`src/rtl/lp805x_exit_mon_if.sv`:
```
// Port-0 observation and verdict signals between the lp805x core side and the exit monitor.
// Latency: none, wiring only; no backpressure because P0 is a level that is sampled every cycle.
interface lp805x_exit_mon_if #(
    parameter int CNT_W = 32
);
    logic [7:0]       p0_i;
    logic             clear_i;
    logic             done_o;
    logic             pass_o;
    logic             timeout_o;
    logic [7:0]       code_o;
    logic [CNT_W-1:0] cycles_o;

    modport master (
        output p0_i, clear_i,
        input  done_o, pass_o, timeout_o, code_o, cycles_o
    );

    modport slave (
        input  p0_i, clear_i,
        output done_o, pass_o, timeout_o, code_o, cycles_o
    );
endinterface

```
`src/rtl/lp805x_exit_mon.sv`:
```
// Qualifies P0 exit codes from self-checking programs into a sticky pass/fail/timeout verdict plus a cycle count.
// Latency: verdict STABLE+1 edges after a P0 change; no backpressure, P0 is sampled every cycle.
module lp805x_exit_mon #(
    parameter logic [7:0] PASS_CODE   = 8'h7F,
    parameter logic [7:0] IDLE_CODE   = 8'hFF,
    parameter int         STABLE      = 2,
    parameter int         CNT_W       = 32,
    parameter int         TIMEOUT_CYC = 0
) (
    input  logic              wb_clk_i,
    input  logic              wb_rst_i,
    lp805x_exit_mon_if.slave  mon
);
    localparam logic [1:0] S_RUN  = 2'd0;
    localparam logic [1:0] S_PASS = 2'd1;
    localparam logic [1:0] S_FAIL = 2'd2;
    localparam logic [1:0] S_TOUT = 2'd3;

    localparam logic [3:0]       STAB_MAX  = 4'(STABLE);
    localparam logic [CNT_W-1:0] CYC_MAX   = '1;
    localparam logic [CNT_W-1:0] TOUT_LAST = CNT_W'(TIMEOUT_CYC - 1);
    localparam bit               TOUT_EN   = (TIMEOUT_CYC != 0);

    logic [1:0]       state;
    logic [7:0]       p0_q;
    logic [7:0]       cand;
    logic [3:0]       stab;
    logic [CNT_W-1:0] cycles;
    logic             done;
    logic             pass;
    logic             tout;
    logic [7:0]       code;

    logic [7:0] cand_nx;
    logic [3:0] stab_nx;
    logic       accept;
    logic       tout_hit;

    // Acceptance looks at the tracker value being written this edge, so a stable
    // value is declared on the same edge its count reaches STABLE.
    always_comb begin
        cand_nx = p0_q;
        stab_nx = 4'd1;
        if (p0_q == cand) begin
            cand_nx = cand;
            stab_nx = (stab == STAB_MAX) ? stab : stab + 4'd1;
        end
    end

    assign accept   = (state == S_RUN) && (cand_nx != IDLE_CODE) && (stab_nx == STAB_MAX);
    assign tout_hit = TOUT_EN && (state == S_RUN) && (cycles == TOUT_LAST);

    always_ff @(posedge wb_clk_i or posedge wb_rst_i) begin
        if (wb_rst_i) begin
            state  <= S_RUN;
            p0_q   <= IDLE_CODE;
            cand   <= IDLE_CODE;
            stab   <= 4'd0;
            cycles <= '0;
            done   <= 1'b0;
            pass   <= 1'b0;
            tout   <= 1'b0;
            code   <= 8'h00;
        end else begin
            p0_q <= mon.p0_i;
            if (mon.clear_i) begin
                state  <= S_RUN;
                cand   <= IDLE_CODE;
                stab   <= 4'd0;
                cycles <= '0;
                done   <= 1'b0;
                pass   <= 1'b0;
                tout   <= 1'b0;
                code   <= 8'h00;
            end else if (state == S_RUN) begin
                cand <= cand_nx;
                stab <= stab_nx;
                if (cycles != CYC_MAX) begin
                    cycles <= cycles + 1'b1;
                end
                if (accept) begin
                    state <= (cand_nx == PASS_CODE) ? S_PASS : S_FAIL;
                    code  <= cand_nx;
                    done  <= 1'b1;
                    pass  <= (cand_nx == PASS_CODE);
                end else if (tout_hit) begin
                    state <= S_TOUT;
                    code  <= p0_q;
                    done  <= 1'b1;
                    tout  <= 1'b1;
                    pass  <= 1'b0;
                end
            end
        end
    end

    assign mon.done_o    = done;
    assign mon.pass_o    = pass;
    assign mon.timeout_o = tout;
    assign mon.code_o    = code;
    assign mon.cycles_o  = cycles;
endmodule

```
`src/flat_wrapper.sv`:
```
// flat-port wrapper written by rule: the top's interface ports become plain ports
module lp805x_exit_mon_flat 
#(
    parameter logic [7:0] PASS_CODE   = 8'h7F,
    parameter logic [7:0] IDLE_CODE   = 8'hFF,
    parameter int         STABLE      = 2,
    parameter int         CNT_W       = 32,
    parameter int         TIMEOUT_CYC = 0
)
  (wb_clk_i, wb_rst_i, mon_p0_i, mon_clear_i, mon_done_o, mon_pass_o, mon_timeout_o, mon_code_o, mon_cycles_o);
  lp805x_exit_mon_if #(.CNT_W(CNT_W)) mon_i ();
  input  logic wb_clk_i;
  input  logic wb_rst_i;
  input wire logic [$bits(mon_i.p0_i)-1:0] mon_p0_i;
  input wire logic [$bits(mon_i.clear_i)-1:0] mon_clear_i;
  output wire logic [$bits(mon_i.done_o)-1:0] mon_done_o;
  output wire logic [$bits(mon_i.pass_o)-1:0] mon_pass_o;
  output wire logic [$bits(mon_i.timeout_o)-1:0] mon_timeout_o;
  output wire logic [$bits(mon_i.code_o)-1:0] mon_code_o;
  output wire logic [$bits(mon_i.cycles_o)-1:0] mon_cycles_o;
  assign mon_i.p0_i = mon_p0_i;
  assign mon_i.clear_i = mon_clear_i;
  assign mon_done_o = mon_i.done_o;
  assign mon_pass_o = mon_i.pass_o;
  assign mon_timeout_o = mon_i.timeout_o;
  assign mon_code_o = mon_i.code_o;
  assign mon_cycles_o = mon_i.cycles_o;
  lp805x_exit_mon #(.PASS_CODE(PASS_CODE), .IDLE_CODE(IDLE_CODE), .STABLE(STABLE), .CNT_W(CNT_W), .TIMEOUT_CYC(TIMEOUT_CYC)) u_core (.wb_clk_i(wb_clk_i), .wb_rst_i(wb_rst_i), .mon(mon_i));
endmodule
```
`config.mk`:
```
export PLATFORM = sky130hd
export DESIGN_NAME = lp805x_exit_mon_flat
export DESIGN_NICKNAME = d
export VERILOG_FILES = /design/src/rtl/lp805x_exit_mon_if.sv /design/src/rtl/lp805x_exit_mon.sv /design/src/flat_wrapper.sv
export SDC_FILE = /design/constraint.sdc
export NUM_CORES = 1
export LEC_CHECK = 0
export CORE_MARGIN = 3
export CORE_UTILIZATION = 48
export CTS_CLUSTER_DIAMETER = 150
export DETAILED_ROUTE_END_ITERATION = 16
export PLACE_DENSITY = 0.84
export RECOVER_POWER = 25
export SLEW_MARGIN = 30
export SYNTH_ARGS = -nofsm -noshare
export SYNTH_HDL_FRONTEND = slang
export SYNTH_SLANG_ARGS = --single-unit
```
`constraint.sdc`:
```
create_clock -name wb_clk_i -period 2.1 [get_ports wb_clk_i]
set_clock_uncertainty 0.1 [all_clocks]
set_input_delay 0.525 -clock wb_clk_i [delete_from_list [all_inputs] [get_ports wb_clk_i]]
set_output_delay 0.525 -clock wb_clk_i [all_outputs]
set_load 0.1 [all_outputs]
```
==> results of run 1 <==
-- per-stage QoR --
step | setup TNS [ns] | area (um^2) | std cells | util [%]
3_5_place_dp | -14.41 | 4890 | 493 | 74.8
6_report | -0.00363 | 5260 | 523 | 80.5
4_1_cts | -0.000577 | 5150 | 510 | 78.8
2_1_floorplan | -0.184 | 3540 | 332 | -
3_3_place_gp | -11.26 | 4890 | 493 | 74.8
5_1_grt | -0.507 | 5260 | 523 | 80.5
-- flip-flops by register name (all words and copies together), names as in the netlist --
register,flops
u_core.state,2
u_core.mon.code_o,8
u_core.p0_q,8
u_core.mon.done_o,1
u_core.mon.cycles_o,32
u_core.stab,4
u_core.cand,8
-- cells by family after synthesis --
kind of cell | count (synthesis) | share of synthesized area [%]
multiplexers | 15 | 4.75
AO/OA/AOI/OAI | 70 | 14.7
flip-flops | 63 | 48.2
buffers and inverters | 21 | 2.68
other | 1 | 0.113
AND/OR/NAND/NOR | 149 | 25.8
XOR/XNOR | 10 | 2.64
adder cells (fa/ha/maj) | 3 | 1.13
-- final timing paths --
check / end / slack [ns] / cells after the start
setup / recovery: u_core.mon.cycles_o[29]$_DFFE_PP0P_ / -0.004 / 6
hold / removal: u_core.cand[7]$_DFFE_PP1P_ / 0.43 / 2
setup reg to reg: u_core.mon.cycles_o[29]$_DFFE_PP0P_ / -0.004 / 6
hold reg to reg: u_core.cand[7]$_DFFE_PP1P_ / 0.43 / 2
max in group asynchronous: u_core.mon.cycles_o[5]$_DFFE_PP0P_ / 0.23 / 3
min in group asynchronous: u_core.mon.cycles_o[21]$_DFFE_PP0P_ / 0.61 / 2
-- cell usage after synthesis, drive strengths merged (2+ instances only) --
cell / count
ha: 3
dfrtp: 47
o211a: 2
nor2: 22
o21a: 3
mux2: 6
o31ai: 9
nand3b: 2
o21ai: 14
or4: 9
clkbuf: 8
nand3: 20
a22o: 2
buf: 6
nor2b: 6
or3: 10
nand4: 11
mux2i: 9
nor3: 11
nor4: 7
a21oi: 20
o22a: 7
nand2: 35
and2: 5
and3: 4
dfstp: 16
xnor2: 9
and4: 3
o41ai: 2
inv: 7
a211oi: 3
-- per-layer routing --
metal | up-vias | share of wire, % | global-route usage [%]
li1 | 1449 | - | -
met1 | 1584 | 37 | 29.4
met2 | 172 | 52 | 44.6
met3 | 57 | 6.7 | 6.36
met4 | 0 | 4.9 | 14.3
met5 | - | 0 | 0
-- final cells by class --
cell class,instances,area [um^2],share of cell area [%]
repair buffers,112,1390,26.4
well taps,77,96.3,1.83
clock inverters,7,62.6,1.19
multi-input cells,248,1840,35.0
inverters,7,27.5,0.523
flip-flops and latches,63,1720,32.7
clock buffers,9,124,2.35
-- where the power goes --
part	switching [mW]	internal, mW	total, mW
sequential	0.0299	1.25	1.28
combinational	0.129	0.0777	0.207
clock	0.577	0.454	1.03
-- timing repair --
action | CTS | global route
pin swaps | 0 | 5
endpoints found under the setup margin | 31 | 22
cloned | 1 | 0
setup buffers | 0 | 13
gates resized for setup | 14 | 11
-- tightest hold or removal path, delay by kind of cell (launching register included) --
kind / cells / cell delay [ns]
AND/OR/NAND/NOR: 1 / 0.10
flip-flops: 1 / 0.38
AO/OA/AOI/OAI: 1 / 0.05
==> metrics.txt, run 1 <==
Buf/Inv on CP=1; setup violators final=1; die area=7940 um^2; Worst-Margin Slew=0.738 ns; Layout area overhead=58.6%; vias in the first global route=3,369; sequential share of the synthesized area=48.2%; Slowest cell on crit path=dfrtp_4; vias=3,262; Top FF cell, synth=dfrtp_1; initial core utilization=50.8%; CP endpoint kind=register; critical path class=reg -> reg; NumNets Final=455; share of layout cells above drive strength 1=47.8%; TritonRoute pass-1 iters=5; Final min period=2.10 ns; fmax=475 MHz; Tot GR Track Use=25.9%; Crit Reg-Reg Startpoint=u_core.mon.cycles_o[10]$_DFFE_PP0P_; CTS buffer count=9; pwr dens=479 nW/um^2; crit-path cells=nand3_1 -> nor4_4 -> buf_4 -> nand3_4 -> nor3_1 -> mux2_2; most common cell after layout, fill and taps aside=buf_4; DRC Markers=0; CTS Hold Bufs=0; final hold slack=0.429 ns; cell taking the most area after synthesis=dfrtp_1; Die H=89.1 um; Core ar.=6530 um^2; Worst Path Required=2.25 ns; final-report hold violation count=0; final worst slack=-0.00363 ns; Clock Latency Late Sink=0.36 ns; RePlAce Congestion=0.849; mapped cell area=3320 um^2; IO Port Bufs=52; Syn Nets=346; Die W=89.1 um; Max Cap Violations=0; WL per Instance=19.3 um; initial antenna violation count=0; initial DRC count=379; Post-synth ARST share=100%; H-tree depth=3; Via density=6.24; Cells after Synth=332; class of the worst hold path=reg -> reg; family with the most delay on the worst path=simple AND/OR/NAND/NOR gates; remaining global-route overflow=0; Syn Area/Cell=9.99 um^2; result of the run=finished, violations left; clk buf depth=2; Worst-path clk slew=0.09 ns; worst setup path startpoint=u_core.mon.cycles_o[10]$_DFFE_PP0P_; Ant. Diodes=0; clock root buffer=clkbuf_8; Largest stage delay, worst path=0.44 ns; Final Power=2.52 mW; Post-synth EDFFs=0; yosys warns=0; crit share post-route=100%; total wire length=10.1 mm; Max Fanout on Critical Path=5; CTS tree=yes; dpl ws=-0.500 ns; antenna-violating nets left=0; peak supply drop=0.000446 V; top-area cell type share of the netlist area=35.5%; commonest non-fill, non-tap cells in the layout=buf_4, buf_12, dfrtp_4; Leak=2.10 nW; clock sink total=63; io pins=54; FP Rows=29; normalized max-slew margin=50.5%; hpwl dp=6.66 mm; failing checks=negative setup slack; first-pass GRT wire length=15.7 mm; Synth area leaders=dfrtp_1, dfstp_2, nand2_1; Startpoint Class=register; Crit path arrival time=2.26 ns; Filler cells=355; largest net degree at the start of global routing=34; Unique masters post-synth=58; hold_sp=u_core.cand[7]$_DFFE_PP1P_; #FFs+latches synth=63; final slew viol count=0
Power figures use the tool's default switching activity.
==> inputs of run 2 (changes only) <==
Settings changed: PLACE_DENSITY 0.84 to default, PLACE_DENSITY_LB_ADDON from default to 0.25.
==> run 2 against run 1 <==
The flow now finishes without violations. Sequential share of layout area rose by 0.19 points. Final cell count fell by 1.5%. Worst hold slack got worse by 0.016 ns. Register-to-register slack improved by 0.04 ns. Utilization fell by 0.46 points. Cell area fell by 0.57%. Die area did not move. Wire length fell by 7.9%. Critical path depth rose by 2.
==> metrics.txt, run 2 (synthesis results as in run 1) <==
Final min period=2.07 ns (was 2.10 ns); pwr dens=488 nW/um^2 (was 479 nW/um^2); clock sink total=63 (unchanged); clk buf depth=2 (unchanged); H-tree depth=3 (unchanged); class of the worst hold path=reg -> reg (unchanged); final hold slack=0.413 ns (was 0.429 ns); cell-internal power=1.89 mW (was 1.78 mW); vias=3,083 (was 3,262); setup violators final=0 (was 1); initial antenna violation count=0 (unchanged); RePlAce Congestion=0.928 (was 0.849); total wire length=9.31 mm (was 10.1 mm); RSZ-0062 raised after global routing=yes; peak supply drop=0.000520 V (was 0.000446 V); Net Sw Frac=26.0% (was 29.2%); result of the run=finished clean (was finished, violations left); CTS tree=yes (unchanged); die area=7940 um^2 (unchanged); crit share post-route=98.4% (was 100%); Leak=2.08 nW (was 2.10 nW); dpl ws=-0.457 ns (was -0.500 ns); met1 Usage GRT=28.6% (was 29.4%); Clock Latency Late Sink=0.35 ns (was 0.36 ns); max reg flops=32 (unchanged); first-pass GRT wire length=14.9 mm (was 15.7 mm); Comb power frac=7.7% (was 8.2%); Max Cap Violations=0 (unchanged); Worst-path clk slew=0.07 ns (was 0.09 ns); WL per Instance=18.1 um (was 19.3 um); global-route track usage on met3=5.71% (was 6.36%); Ant. Diodes=0 (unchanged); Clock Power Share=42.2% (was 41.0%); DRC Markers=0 (unchanged); largest net degree at the start of global routing=64 (was 34); Filler cells=362 (was 355); met2 Use GR=43.9% (was 44.6%); vias in the first global route=3,099 (was 3,369); Worst-Margin Slew=0.864 ns (was 0.738 ns); CTS buffer count=9 (unchanged); final worst slack=0.0335 ns (was -0.00363 ns); normalized max-slew margin=42.4% (was 50.5%); share of layout cells above drive strength 1=46.1% (was 47.8%); critical path class=reg -> reg (unchanged); Max Fanout on Critical Path=5 (unchanged); final slew viol count=0 (unchanged); antenna-violating nets left=0 (unchanged); gr busiest metal=met2 (unchanged); io pins=54 (unchanged); Core ar.=6530 um^2 (unchanged); TritonRoute pass-1 iters=4 (was 5); clock root buffer=clkbuf_8 (unchanged); Layout area overhead=57.7% (was 58.6%); Die H=89.1 um (unchanged); Via density=5.99 (was 6.24); Worst Path Required=2.28 ns (was 2.25 ns); fmax=484 MHz (was 475 MHz); Crit path arrival time=2.24 ns (was 2.26 ns); Die W=89.1 um (unchanged); CTS Hold Bufs=0 (unchanged); switching power=0.662 mW (was 0.736 mW); initial DRC count=221 (was 379); final-report hold violation count=0 (unchanged); FP Rows=29 (unchanged); Tot GR Track Use=24.5% (was 25.9%); commonest non-fill, non-tap cells in the layout=buf_4, buf_12, dfrtp_4 (unchanged); NumNets Final=447 (was 455); Setup TNS Final=0 ns (was -0.00363 ns); most common cell after layout, fill and taps aside=buf_4 (unchanged); hpwl dp=6.30 mm (was 6.66 mm); initial core utilization=50.8% (unchanged); remaining global-route overflow=0 (unchanged); CP endpoint kind=register (unchanged); Startpoint Class=register (unchanged); sequential fraction of design power=50.1% (was 50.8%); IO Port Bufs=52 (unchanged)
run 2: cell count changes in the layout (fill, tap and decap cells not counted), moves of 2 or more:
cell	delta
clkbuf_2	-2
nand2_2	-2
inv_6	-4
buf_4	-8
clkinvlp_4	+2
clkbuf_8	+2
run 2: final timing paths:
path,from,endpoint,slack (ns),depth (start not counted)
min in group asynchronous,wb_rst_i,u_core.mon.cycles_o[24]$_DFFE_PP0P_,0.86,3
worst min-delay path,u_core.cand[7]$_DFFE_PP1P_,u_core.cand[7]$_DFFE_PP1P_,0.41,2
worst max-delay path,u_core.stab[0]$_DFFE_PP0P_,u_core.mon.code_o[3]$_DFFE_PP0P_,0.03,8
worst min register to register,u_core.cand[7]$_DFFE_PP1P_,u_core.cand[7]$_DFFE_PP1P_,0.41,2
worst max register to register,u_core.stab[0]$_DFFE_PP0P_,u_core.mon.code_o[3]$_DFFE_PP0P_,0.03,8
max in group asynchronous,wb_rst_i,u_core.mon.cycles_o[7]$_DFFE_PP0P_,0.38,3
run 2: power groups by stage:
stage	Clock, mW	Combinational, mW	Sequential, mW
after detailed placement	0	0.199	1.30
after global routing	1.15	0.211	1.28
after floorplan	0	0.0910	1.33
final	1.08	0.196	1.28
after CTS	1.07	0.199	1.28
after global placement	0	0.194	1.30
run 2: through the flow:
| stage | instances | cell area (um^2) | util [%] | power (mW) |
|---|---|---|---|---|
| detailed placement | 494 | 4880 | 74.8 | 1.50 |
| global route | 515 | 5230 | 80.1 | 2.64 |
| finish | 515 | 5230 | 80.1 | 2.55 |
| global placement | 494 | 4880 | 74.8 | 1.49 |
| floorplan | 332 | 3540 | - | 1.42 |
| CTS | 511 | 5110 | 78.3 | 2.55 |
run 2: what timing repair did:
action	in CTS	in global routing
buffers inserted	1	3
gates cloned	0	1
setup endpoints to repair	28	23
pin swaps	2	4
resized for setup	4	22
run 2: final cells by class:
cell class              count  area [um^2]  area share [%]
clock buffers              13          180            3.44
clock inverters             3         23.8           0.455
inverters                   7         30.0           0.574
multi-input cells         248         1840            35.3
flip-flops and latches     63         1720            32.8
well taps                  77         96.3            1.84
repair buffers            104         1340            25.6
run 2: layer usage:
metal  wire length [um]  up-vias  part of all wire [%]
met5                  0        -                     0
met4                208        0                   2.2
met3                400       23                   4.3
met2               5000      107                    54
met1               3700     1520                    40
li1                   -     1433                     -
run 2: worst max-delay path, cell delays in order, from the launching register on:
cell	delay (ns)
dfrtp_1	0.42
inv_2	0.10
ha_4	0.14
nor3b_4	0.21
xnor2_1	0.11
nor3_2	0.21
nor4b_4	0.30
buf_4	0.21
mux2i_1	0.19
==> inputs of run 3 (changes only) <==
Settings changed: GPL_ROUTABILITY_DRIVEN from default to 1, TNS_END_PERCENT from default to 100.
==> results of run 3 <==
No change in the layout: final DEF, timing and power equal those of run 2.
